[src/rtl/rv32i_pkg.sv]
// Shared RV32I core types and widths used by the reorder buffer.
package rv32i_pkg;

  localparam int ARCH_REG_FILE_IDX_BW = 5;
  localparam int PHYS_REG_FILE_IDX_BW = 6;
  localparam int NUM_ROB_ENTRIES      = 16;
  localparam int ROB_IDX_BW           = $clog2(NUM_ROB_ENTRIES);

  // One reorder-buffer slot: occupancy, completion and the destination mapping
  // handed to the register file when the slot retires.
  typedef struct packed {
    logic                            vld;
    logic                            done;
    logic                            dst_vld;
    logic [ARCH_REG_FILE_IDX_BW-1:0] arch_idx;
    logic [PHYS_REG_FILE_IDX_BW-1:0] phys_idx;
  } rob_entry_t;

endpackage

[src/rtl/rv32i_rob_ptr.sv]
// Wrap-bit circular pointer: IDX_BW index bits plus one MSB wrap bit.
// Relies on the buffer depth being a power of two so natural overflow wraps.
module rv32i_rob_ptr #(
  parameter int IDX_BW = 4
) (
  input  logic            clk,
  input  logic            rst,
  input  logic            clr,
  input  logic            inc,
  output logic [IDX_BW:0] ptr
);

  // Clear wins over increment so a flush always lands both pointers at zero.
  always_ff @(posedge clk) begin
    if (rst || clr) begin
      ptr <= '0;
    end else if (inc) begin
      ptr <= ptr + 1'b1;
    end
  end

endmodule

[src/rtl/rv32i_reorder_buffer.sv]
// In-order retirement buffer feeding the register file's RAT-commit port.
// Optional build macro ROB_WB_BYPASS_EN: a writeback to the head entry may
// retire in the same cycle (1-cycle wb->retire instead of 2).
module rv32i_reorder_buffer
  import rv32i_pkg::*;
#(
  parameter  int DEPTH  = NUM_ROB_ENTRIES,
  localparam int IDX_BW = $clog2(DEPTH)
) (
  input  logic                            clk,
  input  logic                            rst,
  input  logic                            i_alloc,
  input  logic                            i_alloc_dst_vld,
  input  logic [ARCH_REG_FILE_IDX_BW-1:0] i_alloc_arch_rf_idx,
  input  logic [PHYS_REG_FILE_IDX_BW-1:0] i_alloc_phys_rf_idx,
  output logic                            o_alloc_rdy,
  output logic [IDX_BW-1:0]               o_alloc_rob_idx,
  input  logic                            i_wb_vld,
  input  logic [IDX_BW-1:0]               i_wb_rob_idx,
  input  logic                            i_flush,
  output logic                            o_retire,
  output logic                            o_retire_dst_vld,
  output logic [ARCH_REG_FILE_IDX_BW-1:0] o_retire_arch_rf_idx,
  output logic [PHYS_REG_FILE_IDX_BW-1:0] o_retire_phys_rf_idx,
  output logic                            o_empty,
  output logic [IDX_BW:0]                 o_count
);

  logic [IDX_BW:0]   head_ptr;
  logic [IDX_BW:0]   tail_ptr;
  logic [IDX_BW-1:0] head_idx;
  logic [IDX_BW-1:0] tail_idx;
  logic              full;
  logic              alloc_fire;
  logic              wb_hit_head;
  logic              ret_go;
  logic              ret_fire;
  rob_entry_t        entries [DEPTH];
  rob_entry_t        head_entry;

  assign head_idx = head_ptr[IDX_BW-1:0];
  assign tail_idx = tail_ptr[IDX_BW-1:0];

  // Full when indices match but the wrap bits disagree; empty when identical.
  assign full        = (head_idx == tail_idx) && (head_ptr[IDX_BW] != tail_ptr[IDX_BW]);
  assign o_count     = tail_ptr - head_ptr;
  assign o_empty     = (head_ptr == tail_ptr);
  assign o_alloc_rdy = !full;
  assign o_alloc_rob_idx = tail_idx;

  // Readiness uses the pre-retire occupancy, so a full buffer never accepts
  // an alloc even in a cycle that frees the head.
  assign alloc_fire = i_alloc && o_alloc_rdy && !i_flush;

  assign head_entry  = entries[head_idx];
  assign wb_hit_head = i_wb_vld && (i_wb_rob_idx == head_idx);

`ifdef ROB_WB_BYPASS_EN
  assign ret_go = head_entry.vld && (head_entry.done || wb_hit_head);
`else
  assign ret_go = head_entry.vld && head_entry.done;
`endif

  // Flush outranks retirement.
  assign ret_fire = ret_go && !i_flush;

  rv32i_rob_ptr #(.IDX_BW(IDX_BW)) u_head_ptr (
    .clk (clk),
    .rst (rst),
    .clr (i_flush),
    .inc (ret_fire),
    .ptr (head_ptr)
  );

  rv32i_rob_ptr #(.IDX_BW(IDX_BW)) u_tail_ptr (
    .clk (clk),
    .rst (rst),
    .clr (i_flush),
    .inc (alloc_fire),
    .ptr (tail_ptr)
  );

  generate
    for (genvar gi = 0; gi < DEPTH; gi++) begin : g_entry
      rob_entry_t entry_reg;

      // Per-slot update: flush/reset, then alloc, then retire-clear, then writeback.
      // Alloc and retire never target the same slot since a full buffer rejects alloc.
      always_ff @(posedge clk) begin
        if (rst || i_flush) begin
          entry_reg.vld  <= 1'b0;
          entry_reg.done <= 1'b0;
        end else if (alloc_fire && (tail_idx == IDX_BW'(gi))) begin
          entry_reg.vld      <= 1'b1;
          entry_reg.done     <= 1'b0;
          entry_reg.dst_vld  <= i_alloc_dst_vld;
          entry_reg.arch_idx <= i_alloc_arch_rf_idx;
          entry_reg.phys_idx <= i_alloc_phys_rf_idx;
        end else if (ret_fire && (head_idx == IDX_BW'(gi))) begin
          entry_reg.vld  <= 1'b0;
          entry_reg.done <= 1'b0;
        end else if (i_wb_vld && (i_wb_rob_idx == IDX_BW'(gi)) && entry_reg.vld) begin
          entry_reg.done <= 1'b1;
        end
      end

      assign entries[gi] = entry_reg;
    end
  endgenerate

  // Retire bus: one registered pulse per retired entry; payload holds between retires.
  always_ff @(posedge clk) begin
    if (rst) begin
      o_retire             <= 1'b0;
      o_retire_dst_vld     <= 1'b0;
      o_retire_arch_rf_idx <= '0;
      o_retire_phys_rf_idx <= '0;
    end else if (ret_fire) begin
      o_retire             <= 1'b1;
      o_retire_dst_vld     <= head_entry.dst_vld;
      o_retire_arch_rf_idx <= head_entry.arch_idx;
      o_retire_phys_rf_idx <= head_entry.phys_idx;
    end else begin
      o_retire <= 1'b0;
    end
  end

endmodule
[config.mk]
export PLATFORM = sky130hd
export DESIGN_NAME = rv32i_reorder_buffer
export DESIGN_NICKNAME = d
export VERILOG_FILES = /design/src/rtl/rv32i_pkg.sv /design/src/rtl/rv32i_rob_ptr.sv /design/src/rtl/rv32i_reorder_buffer.sv
export SDC_FILE = /design/constraint.sdc
export NUM_CORES = 1
export LEC_CHECK = 0
export BUFFER_PORTS_ARGS = -buffer_cell sky130_fd_sc_hd__buf_4
export CORE_ASPECT_RATIO = 1.25
export CORE_UTILIZATION = 55
export DETAILED_ROUTE_END_ITERATION = 10
export GPL_ROUTABILITY_DRIVEN = 0
export GPL_TIMING_DRIVEN = 1
export PLACE_DENSITY = 0.72
export SYNTH_ARGS = -nofsm -noshare
export SYNTH_HDL_FRONTEND = slang
export SYNTH_SLANG_ARGS = --single-unit
[constraint.sdc]
create_clock -name clk -period 9.75 [get_ports clk]
set_clock_uncertainty 0.2 [all_clocks]
set_input_delay 1.95 -clock clk [delete_from_list [all_inputs] [get_ports clk]]
set_output_delay 1.95 -clock clk [all_outputs]
set_load 0.02 [all_outputs]
Word level (Yosys, flattened, before mapping)
Cells that the tools add are included.

Flip-flop bits (word level): 247. Input port bits: 21. Output and inout bits: 24. Logic and storage cells: 331.

Add/subtract/negate cells: 3. $lt $le $gt $ge: 1. Equality and inequality tests: 48. Mux-type cells: 68. Bitwise operators: 2. Reductions and logical operators: 123.

Operators with widths (count): $eq A4 B4 Y1 const B (24); $logic_and A1 B1 Y1 (69); $bmux W14 S4 (1); $mux W1 (49); $eq A4 B3 Y1 const B (12); $reduce_or A3 Y1 (16); $mux W2 (16); $reduce_and A2 Y1 (16); $reduce_bool A2 Y1 (16); $mux W14 (2); $eq A4 B2 Y1 const B (6); $eq A4 B1 Y1 const B (3); $logic_not A4 Y1 (3); $add A5 B1 Y5 const B (2); $eq A5 B5 Y1 (1); $ge A5 B5 Y1 const B (1); $not A4 Y5 (1); $sub A5 B5 Y5 (1); $eq A4 B4 Y1 (1); $logic_not A1 Y1 (2); $logic_or A1 B1 Y1 (1); $ne A1 B1 Y1 (1); $not A1 Y1 (1).

Logic depth before layout (Yosys ltp)
Gate-level depths: netlist of run 1.

Word-level depth: 9. Depth in mapped cells: 9. Gate-level depth less buffers: 7.

Hierarchy
From an unflattened synthesis of run 1, not the netlist that was laid out.

Cell total of the unflattened synthesis: 626. Area, all modules: 10183.5 um^2.

Modules (own cells, without submodules): rv32i_reorder_buffer (times used 1, cells an instance 580, area each 9705.6 um^2, seq. area each 6666.4 um^2); rv32i_rob_ptr (times used 2, cells an instance 23, area each 239.0 um^2, seq. area each 100.1 um^2).

Worst setup path after synthesis of run 1
No wires, ideal clock.

Kind: input -> register. Start: input rst. End: register g_entry[14].entry_reg (netlist bit entries[14]), enable pin. Arrival: 3681 ps. Data required time: 9154 ps. Slack: 5473 ps. Stages on the path: 5. Cell sequence: clkbuf_1 or2_2 clkbuf_1 clkbuf_1 nor3_1.

Longest elaborated chain between the ends: 3.

RTL lines: start, declared (RTL line rv32i_reorder_buffer.sv:11) `input logic rst,`; $logic_or A1 B1 Y1 (RTL line rv32i_reorder_buffer.sv:90) `if (rst || i_flush) begin`; $not A1 Y1 (no source line); $reduce_and A2 Y1 (no source line); end, declared (RTL line rv32i_reorder_buffer.sv:85) `rob_entry_t entry_reg;`.

Every way passes these cells. A chain may end at the register's enable or synchronous reset.

Final worst setup path of run 1
Start: register u_head_ptr.ptr[1]. End: output o_alloc_rdy.

Longest elaborated chain between the ends: 3.

RTL lines: start, declared (RTL line rv32i_rob_ptr.sv:10) `output logic [IDX_BW:0] ptr`; start signal, assigned (RTL line rv32i_rob_ptr.sv:18) `ptr <= ptr + 1'b1;`; $eq A4 B4 Y1 (RTL line rv32i_reorder_buffer.sv:45) `assign full = (head_idx == tail_idx) && (head_ptr[IDX_BW] != tail_ptr[IDX_BW]);`; $logic_and A1 B1 Y1 (RTL line rv32i_reorder_buffer.sv:45); $logic_not A1 Y1 (RTL line rv32i_reorder_buffer.sv:48) `assign o_alloc_rdy = !full;`; end, declared (RTL line rv32i_reorder_buffer.sv:16) `output logic o_alloc_rdy,`.

Every way passes these cells.

==> flow_metrics.env, run 1 <==
export IMPL_cp_max_fo=66
export IMPL_end_kind="output pin"
export IMPL_clk_pin_slew_ns=0.07
export IMPL_hp_class="flip-flop to flip-flop"
export IMPL_worstMarginPinSlew_ns=1.204
export IMPL_start_util_pct=56.23
export IMPL_area_delta_synth_final_pct=13.30
export IMPL_portBuffers=44
export IMPL_clockPowerShare_pct=45.5
export IMPL_core_um2=18170
export IMPL_postCtsHoldBufs=0
export IMPL_peakVddDrop_mv=0.1423
export IMPL_synth_ff_type="edfxtp_1"
export IMPL_critical_path_class="flip-flop to output pin"
export IMPL_root_buffer="clkbuf_16"
export IMPL_slowest_stage="buf_4"
export IMPL_placementRows=55
export IMPL_grt_max_degree=67
export IMPL_grt_pass1_vias=6161
export IMPL_cp_required_ns=7.60
export IMPL_critPathMaxStageDelay_ns=0.75
export IMPL_post_synth_top_area_fraction_pct=56.44
export IMPL_first_pass_iters=6
export IMPL_start_kind="flip-flop"
export IMPL_syn_num_nets=666
export IMPL_die_w_um=123.9
export IMPL_synth_async_sr_flop_share_pct=0
export IMPL_cts_tree="done"
export IMPL_use_met1_pct=35.32
export IMPL_dpl_hpwl_um=15600
export IMPL_synth_common_cells="edfxtp_1, dfxtp_1, mux4_2, nor2_1"
export IMPL_die_area_um2=19130
export IMPL_p_leak_nw=3.729
export IMPL_ys_types=53
export IMPL_path_cells="buf_4, inv_1, ha_1, nand4_1, or2_2, buf_4"
export IMPL_routed_wl_um=24300
export IMPL_setup_tns_ns=0
export IMPL_drive_above_1_share_pct=24.24
export IMPL_wire_per_inst_um=26.38
export IMPL_num_vias=6081
export IMPL_max_cap_viol_count=0
export IMPL_fillers=1278
export IMPL_grt_overflow=0
export IMPL_yosysWarnings=0
export IMPL_worstSkewPairLatency_ns=0.51
export IMPL_utilization_pct=63.71
export IMPL_hold_viol=0
export IMPL_ys_top_cells_by_area="edfxtp_1, mux4_2, dfxtp_1"
export IMPL_p_switching_mw=0.4215
export IMPL_viasPerCell=6.603
export IMPL_ios=45
export IMPL_drtAntennaViolNets=0
export IMPL_power_frac_seq_pct=52.3
export IMPL_cts_resized=0
export IMPL_power_density_nw_per_um2=187.3
export IMPL_ys_seq_area_share_pct=67.21
export IMPL_htreeDepth=1
export IMPL_finalSetupViolations=0
export IMPL_combPwrFrac_pct=2.1
export IMPL_synth_largest_area_cell="edfxtp_1"
export IMPL_clock_sinks=247
export IMPL_post_route_min_period_ns=5.114
export IMPL_diodes=0
export IMPL_grt_use_total_pct=26.47
export IMPL_antenna_found_initial=0
export IMPL_grt_util_met3_pct=4.056
export IMPL_dp_slack_ns=5.117
export IMPL_arrival_ns=2.96
export IMPL_synth_most_common_cell="edfxtp_1"
export IMPL_synth_seq_cells=247
export IMPL_die_h_um=154.4
export IMPL_cpMostUsedCell="buf_4"
export IMPL_netlist_area_um2=10220
export IMPL_slew_viol_final=0
export IMPL_clock_path_buffers=3
export IMPL_setup_ws_ns=4.636
export IMPL_max_slew_margin_pct=19.45
export IMPL_grtUsageMet2_pct=42.80
export IMPL_rsz0062_at_grt="false"
export IMPL_outcome="complete, no violations"
export IMPL_crit_family="buffers and inverters"
export IMPL_grt_pass1_wl_um=36670
export IMPL_gr_max_usage_layer="met2"
export IMPL_switching_share_pct=19.44
export IMPL_synthCells=632
export IMPL_cts_made_buffers=25
export IMPL_cell_internal_pwr_mw=1.746
export IMPL_postCtsSetupBuffers=0
export IMPL_fin_nets=709
export IMPL_post_route_period_util_pct=52.45
export IMPL_fmax_ghz=0.1956
export IMPL_drtIter0Drc=913
export IMPL_synth_edf_count=192
export IMPL_drc=0
export IMPL_avgSynthCellArea_um2=16.16
export IMPL_power_total_mw=2.168
export IMPL_crit_buf_inv=3
-- registers in the layout (all words and copies together), names as in the netlist --
register,count
o_retire_dst_vld,1
o_retire_phys_rf_idx,6
u_tail_ptr.ptr,5
o_retire,1
o_retire_arch_rf_idx,5
entries,224
u_head_ptr.ptr,5
-- power groups by stage --
stage / registers (mW) / logic [mW] / clock network (mW)
2_1_floorplan: 1.16 / 0.0159 / 0
3_3_place_gp: 1.16 / 0.0446 / 0
3_5_place_dp: 1.16 / 0.0461 / 0
4_1_cts: 1.13 / 0.0461 / 0.999
5_1_grt: 1.13 / 0.0494 / 1.03
6_report: 1.13 / 0.0461 / 0.987
-- path summary, 6_finish.rpt --
check                              endpoint  cells past startpoint               from  slack [ns]
worst max-delay path            o_alloc_rdy                      6  u_head_ptr.ptr[1]        4.64
worst min-delay path            entries[13]                      2        entries[13]        0.29
worst max register to register   entries[5]                      7  u_head_ptr.ptr[1]        5.97
worst min register to register  entries[13]                      2        entries[13]        0.29
-- per-layer routing --
metal / wire length, um / vias to the layer above
met5: 0 / -
met4: 1077 / 0
met3: 1714 / 72
met2: 12010 / 346
met1: 9496 / 3070
li1: - / 2593
-- through the flow --
| stage | hold WS [ns] | cell area [um^2] | cells |
|---|---|---|---|
| 6_report | 0.2856 | 11570 | 921 |
| 5_1_grt | 0.3061 | 11570 | 921 |
| 4_1_cts | 0.2815 | 11570 | 921 |
| 3_5_place_dp | 0.2712 | 10730 | 876 |
| 3_3_place_gp | 0.2666 | 10730 | 876 |
| 2_1_floorplan | 0.2414 | 10220 | 632 |
-- cell type report --
class	instances	area [um^2]	share of cell area (%)
clock buffers	27	633.1	5.470
flip-flops and latches	247	6872	59.37
repair buffers	51	382.9	3.308
inverters	17	63.81	0.5513
multi-input cells	333	3123	26.98
clock inverters	18	215.2	1.859
well taps	228	285.3	2.465
-- worst reg2reg max path: cells and delay by family, from the launching register on --
family / cells / cell delay (ns)
AOI/OAI and AO/OA: 1 / 0.13
adders and majority gates: 1 / 0.38
buffers and inverters: 3 / 1.26
DFF: 1 / 0.31
and+or+nand+nor: 2 / 1.12
-- logic make-up after synthesis --
logic type | count (synthesis) | synth area share, %
buffers and inverters | 52 | 2.413
AO/OA/AOI/OAI | 124 | 8.512
AND/OR/NAND/NOR | 112 | 5.389
XOR/XNOR | 7 | 0.6001
flip-flops | 247 | 67.21
multiplexers | 77 | 14.21
adder cells (fa/ha/maj) | 13 | 1.666
-- layout by cell type, fill, tap and decap left out, types with 2 or more instances in the layout --
cell type	instances
a2111oi_0	13
a21o_1	2
a21oi_1	25
a221oi_1	2
a22o_1	2
a22oi_1	25
a311oi_1	3
a31oi_1	19
and3_1	4
buf_4	51
bufinv_16	5
clkbuf_1	2
clkbuf_16	25
clkinv_1	8
clkinv_2	3
clkinvlp_4	2
dfxtp_1	53
edfxtp_1	192
ha_1	12
inv_1	15
mux2_2	6
mux2_4	7
mux2i_1	13
mux4_2	51
nand2_1	16
nand2b_1	2
nor2_1	45
nor2b_1	19
nor3_1	4
nor3_2	4
nor4_2	2
o2111ai_1	4
o21ai_0	19
or2_2	4
or3_1	6
xnor2_1	6
(Power assumes the default switching activity.)
==> run 2: changes to the inputs <==
==> constraint.sdc (replaced) <==
create_clock -name clk -period 5.25 [get_ports clk]
set_clock_uncertainty 0.2 [all_clocks]
set_input_delay 1.05 -clock clk [delete_from_list [all_inputs] [get_ports clk]]
set_output_delay 1.05 -clock clk [all_outputs]
set_load 0.02 [all_outputs]
==> run 2 against run 1 <==
  * Die area is the same
  * Power grew 76%
  * Hold slack better by 0.028 ns
  * Combinational power grew 75%
  * Critical path type unchanged
  * Largest power group unchanged
==> flow_metrics.env, run 2 (synthesized netlist as in run 1, its figures left out) <==
export IMPL_die_area_um2=19130
export IMPL_cts_made_buffers=24
export IMPL_grt_use_total_pct=25.21
export IMPL_hold_slack_ns=0.3132
export IMPL_htreeDepth=1
export IMPL_worstMarginPinSlew_ns=1.261
export IMPL_clock_path_buffers=3
export IMPL_slew_viol_final=0
export IMPL_dpl_hpwl_um=14820
export IMPL_design_area_um2=11480
export IMPL_viasPerCell=6.415
export IMPL_drc=0
export IMPL_worstSkewPairLatency_ns=0.52
export IMPL_area_delta_synth_final_pct=12.35
export IMPL_p_leak_nw=3.686
export IMPL_wire_per_inst_um=25.04
export IMPL_fin_nets=710
export IMPL_max_cap_viol_count=0
export IMPL_power_density_nw_per_um2=332.2
export IMPL_start_util_pct=56.23
export IMPL_die_w_um=123.9
export IMPL_drtIter0Drc=575
export IMPL_hold_viol=0
export IMPL_reg2reg_depth=5
export IMPL_postPlaceCellArea_um2=10740
export IMPL_cp_max_fo=19
export IMPL_clock_sinks=247
export IMPL_postCtsSetupBuffers=0
export IMPL_grt_pass1_vias=5947
export IMPL_rsz0062_at_grt="false"
export IMPL_utilization_pct=63.17
export IMPL_grt_overflow=0
export IMPL_ios=45
export IMPL_drive_above_1_share_pct=24.39
export IMPL_min_delay_start="u_head_ptr.ptr[4]"
export IMPL_end_kind="output pin"
export IMPL_critPathMaxStageDelay_ns=0.80
export IMPL_peakVddDrop_mv=0.2464
export IMPL_cts_tree="done"
export IMPL_placementRows=55
export IMPL_worstReg2RegEnd="entries[146]"
export IMPL_critical_path_class="flip-flop to output pin"
export IMPL_largest_reg_flops=224
export IMPL_rrSetupSlack_ns=1.33
export IMPL_layout_common_cells="edfxtp_1, dfxtp_1, buf_4"
export IMPL_slowest_stage="dfxtp_1"
export IMPL_portBuffers=44
export IMPL_drtAntennaViolNets=0
export IMPL_hp_class="flip-flop to flip-flop"
export IMPL_num_vias=5908
export IMPL_finalSetupViolations=0
export IMPL_first_pass_iters=5
export IMPL_layout_commonest_cell="edfxtp_1"
export IMPL_post_route_min_period_ns=4.060
export IMPL_fillers=1306
export IMPL_core_um2=18170
export IMPL_antenna_found_initial=0
export IMPL_routed_wl_um=23060
export IMPL_holdPathStages=2
export IMPL_timing_rr_start="u_head_ptr.ptr[3]"
export IMPL_post_route_period_util_pct=77.33
export IMPL_grt_pass1_wl_um=34890
export IMPL_clk_pin_slew_ns=0.06
export IMPL_die_h_um=154.4
export IMPL_min_to="u_head_ptr.ptr[4]"
export IMPL_arrival_ns=2.81
export IMPL_setup_tns_ns=0
export IMPL_postCtsHoldBufs=0
export IMPL_cp_required_ns=4.00
export IMPL_start_kind="flip-flop"
export IMPL_grt_max_degree=44
export IMPL_cts_resized=0
export IMPL_fmax_ghz=0.2463
export IMPL_outcome="complete, no violations"
export IMPL_root_buffer="clkbuf_16"
export IMPL_max_slew_margin_pct=15.48
export IMPL_diodes=0
export IMPL_path_cells="inv_1, ha_1, nand4_1, or2_2, buf_4"
[run 2: worst max path at each step]
stage                            from           end
finish              u_head_ptr.ptr[3]   o_alloc_rdy
global route        u_head_ptr.ptr[3]   o_alloc_rdy
CTS                 u_head_ptr.ptr[3]   o_alloc_rdy
detailed placement  u_head_ptr.ptr[3]  entries[144]
global placement                  rst  entries[144]
floorplan                         rst   entries[14]
[run 2: metal layers]
layer	wire length (um)	global-route usage [%]
met3	1232	3.429
met5	0	0
met2	11750	42.12
met1	9209	33.18
met4	863	10.26
[run 2: through the flow]
step                      power [mW]  std cells  worst slack (ns)
after detailed placement       2.231        878             1.366
after floorplan                2.180        632             1.873
after global routing           3.900        921             1.091
final                          3.813        921             1.190
after CTS                      3.828        921             1.248
after global placement         2.227        878             1.583
[run 2: layout make-up]
cell class                 count  area [um^2]  area share (%)
inverter                      17        63.81          0.5560
clock inverter                11        73.82          0.6432
multi-input combinational    333         3123           27.21
clock buffer                  32        661.9           5.767
sequential                   247         6872           59.87
timing repair buffer          53        397.9           3.467
tap                          228        285.3           2.486
[run 2: worst max-delay path, delay by kind of cell, from the launching register on]
kind / cells / cell delay (ns)
fa+ha+maj: 1 / 0.42
buf+inv: 2 / 0.45
flops: 1 / 0.80
simple gates: 2 / 0.60
[run 2: power by group]
part | internal (mW) | switching [mW] | leakage, nW
logic | 0.0225 | 0.0584 | 1.16
clock network | 0.895 | 0.730 | 0.352
registers | 2.10 | 0.00185 | 2.17
